<file path="config.mk">
export PLATFORM = sky130hd
export DESIGN_NAME = downmix_sweep_ctrl
export DESIGN_NICKNAME = d
export VERILOG_FILES = /design/src/rtl/downmix_sweep_ctrl_pkg.sv /design/src/rtl/downmix_sweep_ctrl_iq_mag_acc.sv /design/src/rtl/downmix_sweep_ctrl.sv
export SDC_FILE = /design/constraint.sdc
export NUM_CORES = 1
export LEC_CHECK = 0
export CORE_MARGIN = 5
export CORE_UTILIZATION = 35
export CTS_CLUSTER_DIAMETER = 80
export DETAILED_ROUTE_END_ITERATION = 10
export RECOVER_POWER = 25
export SLEW_MARGIN = 20
export SYNTH_ARGS = -nofsm -noshare
export SYNTH_HDL_FRONTEND = slang
export SYNTH_SLANG_ARGS = --single-unit
</file>
<file path="constraint.sdc">
create_clock -name i_clk -period 3.49 [get_ports i_clk]
set_input_delay 0.698 -clock i_clk [delete_from_list [all_inputs] [get_ports i_clk]]
set_output_delay 0.698 -clock i_clk [all_outputs]
set_load 0.005 [all_outputs]
</file>
<file path="src/rtl/downmix_sweep_ctrl_pkg.sv">
// downmix_pkg: shared sweep state encoding, default tuning words and accumulator width helper.
package downmix_pkg;

   typedef enum logic [2:0] {
      S_IDLE,
      S_RETUNE,
      S_SETTLE,
      S_INTEG,
      S_EVAL,
      S_DONE
   } sweep_state_t;

   localparam logic [15:0] DEF_F_START = 16'h0800;
   localparam logic [15:0] DEF_F_STEP  = 16'h0040;

   // One sign bit of headroom for |I|+|Q| plus log2(DWELL) bits of growth.
   function automatic int aw_width(input int nout, input int dwell);
      return nout + 1 + $clog2(dwell);
   endfunction

endpackage

</file>
<file path="src/rtl/downmix_sweep_ctrl_iq_mag_acc.sv">
// iq_mag_acc: saturating |I|+|Q| per sample, summed into a clearable accumulator.
module iq_mag_acc #(
   parameter int NOUT = 16,
   parameter int AW   = 22
) (
   input  logic                   i_clk,
   input  logic                   i_rst_n,
   input  logic                   i_clr,
   input  logic                   i_tick,
   input  logic signed [NOUT-1:0] i_i,
   input  logic signed [NOUT-1:0] i_q,
   output logic        [AW-1:0]   o_acc
);

   // The most negative input has no positive twin, so it clamps to full scale.
   function automatic logic [NOUT-2:0] sat_abs(input logic signed [NOUT-1:0] x);
      return !x[NOUT-1] ? x[NOUT-2:0] :
             (x[NOUT-2:0] == '0) ? {(NOUT-1){1'b1}} : (NOUT-1)'(-x);
   endfunction

   logic [NOUT:0] w_mag;

   assign w_mag = (NOUT+1)'(sat_abs(i_i)) + (NOUT+1)'(sat_abs(i_q));

   always_ff @(posedge i_clk or negedge i_rst_n) begin
      if (!i_rst_n)
         o_acc <= '0;
      else if (i_clr)
         o_acc <= '0;
      else if (i_tick)
         o_acc <= o_acc + AW'(w_mag);
   end

endmodule

</file>
<file path="src/rtl/downmix_sweep_ctrl.sv">
// downmix_sweep_ctrl: steps the mixer NCO across a sweep, integrates |I|+|Q| per step
// and keeps the step with the largest energy.
module downmix_sweep_ctrl
   import downmix_pkg::*;
#(
   parameter int             NOUT    = 16,
   parameter int             NFW     = 16,
   parameter logic [NFW-1:0] F_START = NFW'(DEF_F_START),
   parameter logic [NFW-1:0] F_STEP  = NFW'(DEF_F_STEP),
   parameter int             N_STEPS = 16,
   parameter int             SETTLE  = 8,
   parameter int             DWELL   = 32
) (
   input  logic                                 i_clk,
   input  logic                                 i_rst_n,
   input  logic                                 i_en,
   input  logic                                 i_start,
   input  logic                                 i_sample_tick,
   input  logic signed [NOUT-1:0]               i_i_in,
   input  logic signed [NOUT-1:0]               i_q_in,
   output logic        [NFW-1:0]                o_freq_word,
   output logic                                 o_mixer_clr,
   output logic                                 o_busy,
   output logic                                 o_sweep_done,
   output logic        [$clog2(N_STEPS)-1:0]    o_peak_idx,
   output logic        [NFW-1:0]                o_peak_freq,
   output logic        [aw_width(NOUT,DWELL)-1:0] o_peak_energy
);

   localparam int AW = aw_width(NOUT, DWELL);
   localparam int SW = $clog2(N_STEPS);
   localparam int CW = $clog2(SETTLE > DWELL ? SETTLE : DWELL) + 1;
   localparam logic [CW-1:0] SET_LAST  = CW'(SETTLE - 1);
   localparam logic [CW-1:0] DW_LAST   = CW'(DWELL - 1);
   localparam logic [SW-1:0] STEP_LAST = SW'(N_STEPS - 1);

   sweep_state_t  r_state;
   logic [SW-1:0] r_step;
   logic [CW-1:0] r_cnt;
   logic [AW-1:0] w_acc;
   logic          w_acc_clr;
   logic          w_acc_tick;

   assign w_acc_clr  = r_state == S_RETUNE;
   assign w_acc_tick = i_sample_tick && r_state == S_INTEG;

   iq_mag_acc #(
      .NOUT(NOUT),
      .AW  (AW)
   ) u_acc (
      .i_clk  (i_clk),
      .i_rst_n(i_rst_n),
      .i_clr  (w_acc_clr),
      .i_tick (w_acc_tick),
      .i_i    (i_i_in),
      .i_q    (i_q_in),
      .o_acc  (w_acc)
   );

   always_ff @(posedge i_clk or negedge i_rst_n) begin
      if (!i_rst_n) begin
         r_state       <= S_IDLE;
         r_step        <= '0;
         r_cnt         <= '0;
         o_freq_word   <= F_START;
         o_mixer_clr   <= 1'b0;
         o_busy        <= 1'b0;
         o_sweep_done  <= 1'b0;
         o_peak_idx    <= '0;
         o_peak_freq   <= '0;
         o_peak_energy <= '0;
      end else if (!i_en) begin
         // Abort keeps the partial peak and the current tuning word.
         r_state      <= S_IDLE;
         o_busy       <= 1'b0;
         o_sweep_done <= 1'b0;
         o_mixer_clr  <= 1'b0;
      end else begin
         o_mixer_clr <= 1'b0;
         case (r_state)
            S_IDLE: if (i_start) begin
               r_state       <= S_RETUNE;
               r_step        <= '0;
               o_freq_word   <= F_START;
               o_mixer_clr   <= 1'b1;
               o_busy        <= 1'b1;
               o_sweep_done  <= 1'b0;
               o_peak_idx    <= '0;
               o_peak_freq   <= '0;
               o_peak_energy <= '0;
            end
            S_RETUNE: begin
               r_cnt   <= '0;
               r_state <= S_SETTLE;
            end
            S_SETTLE: if (i_sample_tick) begin
               r_cnt   <= (r_cnt == SET_LAST) ? '0 : r_cnt + CW'(1);
               r_state <= (r_cnt == SET_LAST) ? S_INTEG : S_SETTLE;
            end
            S_INTEG: if (i_sample_tick) begin
               r_cnt   <= r_cnt + CW'(1);
               r_state <= (r_cnt == DW_LAST) ? S_EVAL : S_INTEG;
            end
            S_EVAL: begin
               // Strict compare: on equal energy the earlier step is kept.
               if (r_step == '0 || w_acc > o_peak_energy) begin
                  o_peak_idx    <= r_step;
                  o_peak_freq   <= o_freq_word;
                  o_peak_energy <= w_acc;
               end
               if (r_step == STEP_LAST)
                  r_state <= S_DONE;
               else begin
                  r_step      <= r_step + SW'(1);
                  o_freq_word <= o_freq_word + F_STEP;
                  o_mixer_clr <= 1'b1;
                  r_state     <= S_RETUNE;
               end
            end
            S_DONE: begin
               o_sweep_done <= 1'b1;
               o_busy       <= 1'b0;
               r_state      <= S_IDLE;
            end
            default: r_state <= S_IDLE;
         endcase
      end
   end

endmodule

</file>
==> results.env, run 1 <==
RESULT_OF_THE_RUN='complete, but fails checks'
FAILED_CHECKS='capacitance limit, slew limit, setup timing'
SETUP_VIOL=21
NUMCTSBUFFERS=9
WORST_PATH_MOST_REPEATED_CELL='sky130_fd_sc_hd__or4_4'
CRITICAL_PATH_CLASS='primary input to flip-flop'
GRT_PASS1_WL_UM=31400
FINALCRITICALPERIOD_PS=5480
CRITICAL_PATH.CELL_CHAIN='buf_6 -> or4_4 -> or4_4 -> or4_4 -> nand2_2 -> nand2_1 -> o21ai_1 -> ha_1 -> o21a_1 -> a21oi_2 -> o21ai_2 -> a31o_4 -> a21oi_4 -> xnor2_2 -> buf_4 -> ha_4 -> or3_1 -> o211ai_1 -> o211ai_1 -> and2_1 -> or3_1 -> a32o_1'
CRITPATHTOPFAMILY='simple AND/OR/NAND/NOR gates'
HOLD_START='r_cnt[5]$_DFFE_PN0P_'
SWITCHING_POWER_mW=2.03
INITIALDRTVIOLATIONCOUNT=283
DRV_SLEW=37
INSERTION_DELAY_PS=340
SYN_AREA_UM2=6630
FINAL_HOLD_VIO_COUNT=0
RELSLEWSLACK=-0.255
ASYNCSETRESETFLOPFRACSYNTH=1.00
POWER.SWITCHING_FRACTION=0.400
CLOCK_PATH_BUFFERS=2
CLOCK.FMAX_GHz=0.182
CHIPHEIGHT_UM=148
OVERFLOW=0
CP_NUM_BUF_INV=2
CTS_TREE='done'
MET2WIRELENGTH_UM=9480
WORST_HOLD_SLACK_PS=523
CTS_HOLD_BUF=0
REQUIRED_PS=3720
WORST-SLEW-PIN-TRANSITION_PS=1880
FINAL_CELL_COUNT_NO_FILL=1268
MET1_ROUTED_LENGTH_UM=8570
REGTOREGSETUPSLACK_PS=700
NUMCLOCKSINKS=84
SYNTH.YOSYS.WARNINGS=0
CELL_INTERNAL_PWR_mW=3.05
REG2REG_DEPTH=10
CLOCK_SKEW_PS=10.6
SEQ_AREA_FRAC_SYNTH=0.317
NUM_ANTENNA_CELLS=0
HTREE_NUM_LEVELS=3
CORE_REGION_AREA_UM2=18700
STD_CELL_ROWS=50
FIN_CRIT_SH=1.57
MIN_DELAY_PATH_DEPTH=1
SYN_INST=788
ROUTED.TOP_LAYER='met4'
YS_TYPES=62
CRITICAL_PATH_SINK_TYPE='flip-flop'
NETLIST.AREA_LEADER.SHARE=0.313
INITIAL_CORE_UTIL=0.354
POWER_LEAKAGE_nW=4.68
GLOBALPLACE.CONGESTION=0.865
NETS=1129
SYNTH_TOP_CELLS_BY_AREA='sky130_fd_sc_hd__dfrtp_1 31%, sky130_fd_sc_hd__ha_1 12%, sky130_fd_sc_hd__o21ai_0 6.0%'
PLACE_WS_PS=-2660
LAYOUT.FILLER_CELLS=1714
SETUP_REPAIR_AFTER_GLOBAL_ROUTING_MISSED_ITS_MARGIN='yes'
WORSTHOLDPATHTYPE='flip-flop to flip-flop'
CTS_ROOT_BUFFER='sky130_fd_sc_hd__clkbuf_16'
AVGSYNTHCELLAREA_UM2=8.41
GRT_MAX_DEGREE=37
POWER.DENSITY_nW_PER_UM2=512
DIE-WIDTH_UM=148
DETAIL_ROUTE.VIAS_PER_CELL=5.34
CRIT_PATH_MAX_FANOUT=4
FIRST_DRT_PASS_ITERATION_COUNT=4
CRITPATHSLOWESTCELL='sky130_fd_sc_hd__or4_4'
SEQPWRFRAC=0.239
AREA_GROWTH_SYN_TO_LAYOUT_PCT=50.0
REGTOREGENDPOINT='o_peak_energy[13]$_DFFE_PN0P_'
ANT_NETS=0
CLK_TRANSITION_REPORTED_PATHS_PS=70
R2R_START='u_acc.o_acc[15]$_DFFE_PN0P_'
HOLD-PATH-ENDPOINT='r_cnt[5]$_DFFE_PN0P_'
POSTROUTEWIRELENGTH_UM=19100
PLACE.PORT_BUFFERS=85
SYNTH_EDF_COUNT=0
HPWL_UM=14300
VDD_IR_DROP_MAX_mV=0.262
COMBINATIONAL_SHARE_OF_POWER=0.585
POST_DRT_WL_PER_CELL_UM=15.1
DRIVE_ABOVE_1_SHARE=0.317
POSTSYNTHREGISTERBITS=84
CRIT_PATH_START_KIND='primary input'
POWER.CLOCK.FRACTION=0.176
SYNTHFLOPTYPE='sky130_fd_sc_hd__dfrtp_1'
ROUTE.VIAS.TOTAL=6765
DETAIL_ROUTE.DRC_VIOLATIONS=0
REPORT.POWER.TOTAL_mW=5.09
PLACEDCELLCOUNT=1227
PIN_COUNT=98
AREA_USED_BY_MULTI_INPUT_COMBINATIONAL_LOGIC_UM2=4820
POST-ROUTE-WORST-SETUP-SLACK_PS=-1990
GRTUSAGETOTAL=0.172
MAX_CAP_VIOLATIONS=1
TOTAL_DIE_AREA_UM2=21800
CELL_ACCOUNTING_FOR_THE_MOST_SYNTHESIZED_AREA='sky130_fd_sc_hd__dfrtp_1'
CRITICAL_PATH_ARRIVAL_PS=5710
FINAL-SEQ-AREA_UM2=2100
MAX_STAGE_DELAY_PS=550
MET3_LENGTH_UM=747
FIRST_GLOBAL_VIAS=6375
ANTENNA_FOUND_INITIAL=0
cells in the mapped netlist, drive strengths merged, types with 4 or more instances:
| cell | number |
|---|---|
| dfrtp | 83 |
| o21ai | 82 |
| nand2 | 80 |
| ha | 61 |
| nor2 | 58 |
| a21oi | 45 |
| inv | 43 |
| and3 | 40 |
| a221o | 36 |
| clkbuf | 27 |
| nand3 | 23 |
| a21o | 18 |
| buf | 18 |
| xor2 | 18 |
| xnor2 | 12 |
| or4 | 11 |
| or3 | 10 |
| nand4 | 9 |
| nor2b | 9 |
| o21a | 9 |
| nor3 | 7 |
| o31ai | 7 |
| or2 | 7 |
| o211ai | 6 |
| o311ai | 6 |
| a211oi | 5 |
| o41ai | 5 |
| a211o | 4 |
| a31oi | 4 |
| nand2b | 4 |
repair_timing:
item	4_1_cts	5_1_grt
gates resized for setup	103	75
setup buffers	24	11
setup endpoints to repair	21	21
pin swaps	78	67
cell type report:
class,count,share of cell area
tap,234,0.0295
clock buffer,9,0.0227
multi-input combinational,627,0.485
sequential,84,0.212
timing repair buffer,264,0.230
inverter,43,0.0165
clock inverter,7,0.00491
cells by family after synthesis:
kind of cell,synth area share
muxes,0.00472
DFF,0.317
and+or+nand+nor,0.208
AOI/OAI and AO/OA,0.250
buffers and inverters,0.0587
other,0.000566
xor gates and xnor gates,0.0396
adders and majority gates,0.121
placed cells by master (no fill, tap or decap), types with 8 or more instances in the layout:
master	count
sky130_fd_sc_hd__buf_4	156
sky130_fd_sc_hd__dfrtp_1	83
sky130_fd_sc_hd__clkdlybuf4s50_1	70
sky130_fd_sc_hd__nand2_1	68
sky130_fd_sc_hd__nor2_1	54
sky130_fd_sc_hd__ha_1	50
sky130_fd_sc_hd__o21ai_0	48
sky130_fd_sc_hd__and3_1	39
sky130_fd_sc_hd__inv_1	37
sky130_fd_sc_hd__a221o_1	36
sky130_fd_sc_hd__a21oi_1	24
sky130_fd_sc_hd__buf_6	23
sky130_fd_sc_hd__nand3_1	21
sky130_fd_sc_hd__o21ai_1	18
sky130_fd_sc_hd__a21oi_2	17
sky130_fd_sc_hd__a21o_1	17
sky130_fd_sc_hd__xor2_1	17
sky130_fd_sc_hd__o21ai_2	14
sky130_fd_sc_hd__conb_1	12
sky130_fd_sc_hd__nand2_2	11
sky130_fd_sc_hd__o21a_1	9
sky130_fd_sc_hd__nor2b_1	9
sky130_fd_sc_hd__nand4_1	9
sky130_fd_sc_hd__clkbuf_16	9
sky130_fd_sc_hd__or4_4	8
sky130_fd_sc_hd__ha_4	8
power by group through the flow:
stage	clock network, mW	logic (mW)	registers [mW]
floorplan	0	1.46	1.16
global placement	0	2.33	1.22
detailed placement	0	2.35	1.22
CTS	0.911	2.70	1.21
global route	0.962	3.26	1.23
finish	0.897	2.98	1.22
per-layer routing:
metal | vias to the layer above | track usage
li1 | 3384 | -
met1 | 3192 | 0.219
met2 | 169 | 0.301
met3 | 20 | 0.0267
met4 | 0 | 0.0475
met5 | - | 0
how the worst max path moves through the flow:
stage | end | from | cells past startpoint | slack [ps]
after floorplan | u_acc.o_acc[21]$_DFFE_PN0P_ | i_i_in[6] | 22 | -2060
after global placement | u_acc.o_acc[15]$_DFFE_PN0P_ | i_i_in[6] | 21 | -2550
after detailed placement | u_acc.o_acc[21]$_DFFE_PN0P_ | i_i_in[6] | 21 | -2660
after CTS | u_acc.o_acc[21]$_DFFE_PN0P_ | i_q_in[9] | 22 | -1940
after global routing | u_acc.o_acc[15]$_DFFE_PN0P_ | i_i_in[7] | 22 | -2220
final | u_acc.o_acc[15]$_DFFE_PN0P_ | i_i_in[7] | 22 | -1990
sequential cells by signal, summed over array words and instances, names as in the netlist, 3 cells and up:
name and flops:
o_peak_freq 10, r_state 3, o_peak_energy 22, r_cnt 6, r_step 4, o_peak_idx 4, o_freq_word 10, u_acc.o_acc 22
metrics by stage:
step / TNS (ps) / area [um^2] / utilization
detailed placement: -43080 / 8920 / 0.477
CTS: -29080 / 9620 / 0.514
finish: -27590 / 9940 / 0.531
floorplan: -27530 / 6800 / -
global placement: -41560 / 8920 / 0.477
global route: -31060 / 9940 / 0.531
(Power assumes the default switching activity.)
==> inputs of run 2 (changes only) <==
==> constraint.sdc (replaced) <==
create_clock -name i_clk -period 7.1 [get_ports i_clk]
set_input_delay 1.42 -clock i_clk [delete_from_list [all_inputs] [get_ports i_clk]]
set_output_delay 1.42 -clock i_clk [all_outputs]
set_load 0.005 [all_outputs]
==> run 2 against run 1 <==
Power fell by 60%. The flow finishes with violations (capacitance limit, slew limit). Via count is 11% lower. Combinational power fell by 68%. Highest routed layer unchanged. Largest power group unchanged.
==> results.env, run 2 (synthesized netlist as in run 1, its figures left out) <==
RESULT_OF_THE_RUN='complete, but fails checks'
FAILED_CHECKS='capacitance limit, slew limit'
ANTENNA_FOUND_INITIAL=0  # unchanged
PLACE.PORT_BUFFERS=85  # unchanged
NUMCLOCKSINKS=84  # unchanged
CRITPATHTOPFAMILY='simple AND/OR/NAND/NOR gates'
LEADING_CELL_TYPE_IN_THE_LAYOUT_FILL_AND_TAPS_EXCLUDED='sky130_fd_sc_hd__dfrtp_1'
MAX_CAP_VIOLATIONS=1  # unchanged
REPORT.POWER.TOTAL_mW=2.03  # -60%
FINALINSTANCEAREA_UM2=8270  # -17%
ANT_NETS=0  # unchanged
POWER.CLOCK.FRACTION=0.243  # +0.067
ROUTE.VIAS.TOTAL=6021  # -11%
NETS=996  # -12%
CLK_TRANSITION_REPORTED_PATHS_PS=70  # about the same
NUMCTSBUFFERS=9  # unchanged
WORST_HOLD_SLACK_PS=524  # +0.903 ps
STD_CELL_ROWS=50  # unchanged
FINAL_CELL_COUNT_NO_FILL=1135  # -10%
WORSTHOLDPATHTYPE='flip-flop to flip-flop'
PIN_COUNT=98  # unchanged
SEQPWRFRAC=0.291  # +0.052
HTREE_NUM_LEVELS=3  # unchanged
POWER.DENSITY_nW_PER_UM2=245  # -52%
VDD_IR_DROP_MAX_mV=0.105  # -60%
CELL_INTERNAL_PWR_mW=1.22  # -60%
POSTROUTEWIRELENGTH_UM=16700  # -13%
REQUIRED_PS=7370  # +3650 ps
DIE-WIDTH_UM=148  # unchanged
RELSLEWSLACK=-1.48  # -1.23
CLOCK_SKEW_PS=13.1  # +2.43 ps
CRITICAL_PATH.CELL_CHAIN='clkdlybuf4s50_1 -> or4_4 -> or4_4 -> or3_2 -> nor2_1 -> buf_4 -> o21ai_0 -> o21ai_0 -> ha_1 -> a211o_1 -> a21oi_1 -> o21ai_0 -> a31o_2 -> a21oi_1 -> xnor2_1 -> ha_1 -> nand3_1 -> or2_2 -> o211ai_1 -> a21boi_1 -> or4_1 -> a21oi_1'
CTS_ROOT_BUFFER='sky130_fd_sc_hd__clkbuf_16'
INSERTION_DELAY_PS=350  # about the same
POST_CTS_BUFFERS=0  # -100%
GRT_PASS1_WL_UM=28000  # -11%
OVERFLOW=0  # unchanged
CP_NUM_BUF_INV=2  # unchanged
WORST-SLEW-PIN-TRANSITION_PS=3730  # +1840 ps
INITIALDRTVIOLATIONCOUNT=367  # +30%
FINALCRITICALPERIOD_PS=6680
SWITCHING_POWER_mW=0.808  # -60%
NUM_ANTENNA_CELLS=0  # unchanged
CHIPHEIGHT_UM=148  # unchanged
FINAL_CELL_MIX='83 x sky130_fd_sc_hd__dfrtp_1, 82 x sky130_fd_sc_hd__clkdlybuf4s50_1, 80 x sky130_fd_sc_hd__nand2_1, 80 x sky130_fd_sc_hd__o21ai_0, 61 x sky130_fd_sc_hd__ha_1'
GLOBALPLACE.CONGESTION=0.888  # +2.7%
PLACEDCELLCOUNT=1118  # -8.9%
CTS_TREE='done'
FIRST_GLOBAL_VIAS=5580  # -12%
SETUP_REPAIR_AFTER_GLOBAL_ROUTING_MISSED_ITS_MARGIN='no'
CRITICAL_PATH_SINK_TYPE='flip-flop'
TOTAL_DIE_AREA_UM2=21800  # unchanged
CRIT_PATH_MAX_FANOUT=5  # +1
HPWL_UM=13000  # -9.5%
POWER_LEAKAGE_nW=3.82  # -18%
DETAIL_ROUTE.VIAS_PER_CELL=5.30  # -0.57%
FINAL_UTIL=0.442  # -0.0891
FIN_CRIT_SH=0.940
GRTUSAGETOTAL=0.153  # -0.0186
CLOCK.FMAX_GHz=0.150
FIRST_DRT_PASS_ITERATION_COUNT=5  # +1
CRITICAL_PATH_CLASS='primary input to flip-flop'
DRV_SLEW=72  # +95%
AREA_GROWTH_SYN_TO_LAYOUT_PCT=24.8
MAX_STAGE_DELAY_PS=540  # about the same
CRITPATHSLOWESTCELL='sky130_fd_sc_hd__or4_4'
CRIT_PATH_START_KIND='primary input'
FINAL_HOLD_VIO_COUNT=0  # unchanged
CORE_REGION_AREA_UM2=18700  # unchanged
COMBINATIONAL_SHARE_OF_POWER=0.466  # -0.119
DRIVE_ABOVE_1_SHARE=0.0932  # -0.224
POST_DRT_WL_PER_CELL_UM=14.7  # -2.5%
INITIAL_CORE_UTIL=0.354  # unchanged
DETAIL_ROUTE.DRC_VIOLATIONS=0  # unchanged
CRITICAL_PATH_ARRIVAL_PS=6940  # +1230 ps
SETUP_VIOL=0  # -100%
POWER.SWITCHING_FRACTION=0.398  # -0.00131
DPL_CELL_AREA_UM2=7950  # -11%
REG.LARGEST.LIST='o_peak_energy: 22 flops, u_acc.o_acc: 22 flops'
CLOCK_PATH_BUFFERS=2  # unchanged
GRT_MAX_DEGREE=72  # +95%
==> run 2: cell types whose count changed in the layout (fill, tap and decap cells not counted), moves of 8 or more <==
| cell | delta |
|---|---|
| sky130_fd_sc_hd__buf_4 | -112 |
| sky130_fd_sc_hd__o21ai_0 | +32 |
| sky130_fd_sc_hd__buf_6 | -22 |
| sky130_fd_sc_hd__a21oi_1 | +21 |
| sky130_fd_sc_hd__a21oi_2 | -17 |
| sky130_fd_sc_hd__o21ai_1 | -16 |
| sky130_fd_sc_hd__o21ai_2 | -14 |
| sky130_fd_sc_hd__clkdlybuf4s50_1 | +12 |
| sky130_fd_sc_hd__nand2_1 | +12 |
| sky130_fd_sc_hd__ha_1 | +11 |
| sky130_fd_sc_hd__nand2_2 | -11 |
| sky130_fd_sc_hd__ha_4 | -8 |
==> run 2: power by group through the flow <==
stage | sequential [mW] | combinational [mW] | clock (mW)
final | 0.591 | 0.944 | 0.493
after global routing | 0.598 | 1.07 | 0.529
after global placement | 0.598 | 0.942 | 0
after CTS | 0.590 | 0.952 | 0.506
after detailed placement | 0.599 | 0.946 | 0
after floorplan | 0.568 | 0.670 | 0
==> run 2: what timing repair did <==
item / 4_1_cts / 5_1_grt
resized for setup: 0 / 1
endpoints found under the setup margin: 0 / 3
hold buffers: 0 / 0
==> run 2: stage by stage <==
step,worst slack [ps],setup TNS [ps]
2_1_floorplan,599,0
3_3_place_gp,71.8,0
3_5_place_dp,-11.9,-22.1
4_1_cts,289,0
5_1_grt,23.5,0
6_report,423,0
==> run 2: area by class of cell <==
| type | instances | area (um^2) |
|---|---|---|
| fill | 1837 | 10400 |
| multi-input combinational | 627 | 4210 |
| sequential | 84 | 2100 |
| timing repair buffer | 131 | 1190 |
| tap | 234 | 293 |
| clock buffer | 9 | 225 |
| inverter | 43 | 161 |
| clock inverter | 7 | 88.8 |
==> run 2: per-layer routing <==
metal | global-route usage | wire [um] | up-vias
met5 | 0 | 0 | -
met4 | 0.0433 | 272 | 0
met3 | 0.0251 | 778 | 22
met2 | 0.246 | 7560 | 136
met1 | 0.213 | 8070 | 2749
li1 | - | - | 3114
==> run 2: worst paths after layout <==
| path | startpoint | end | slack [ps] | depth (start not counted) |
|---|---|---|---|---|
| hold / removal | r_cnt[5]$_DFFE_PN0P_ | r_cnt[5]$_DFFE_PN0P_ | 520 | 1 |
| hold reg to reg | r_cnt[5]$_DFFE_PN0P_ | r_cnt[5]$_DFFE_PN0P_ | 520 | 1 |
| max in group asynchronous | i_rst_n | u_acc.o_acc[18]$_DFFE_PN0P_ | 2020 | 2 |
| setup reg to reg | u_acc.o_acc[15]$_DFFE_PN0P_ | o_peak_energy[3]$_DFFE_PN0P_ | 3800 | 10 |
| min in group asynchronous | i_rst_n | o_peak_freq[7]$_DFFE_PN0P_ | 1100 | 1 |
| setup / recovery | i_i_in[6] | u_acc.o_acc[19]$_DFFE_PN0P_ | 420 | 22 |
==> run 2: worst register-to-register path, stage by stage, from the launching register on <==
cell,delay (ps)
sky130_fd_sc_hd__dfrtp_1,440
sky130_fd_sc_hd__ha_1,310
sky130_fd_sc_hd__a21o_1,160
sky130_fd_sc_hd__a21o_1,160
sky130_fd_sc_hd__a21oi_1,150
sky130_fd_sc_hd__nor2_1,80
sky130_fd_sc_hd__nor4bb_4,620
sky130_fd_sc_hd__buf_4,320
sky130_fd_sc_hd__a21o_1,400
sky130_fd_sc_hd__buf_4,390
sky130_fd_sc_hd__a221o_1,210
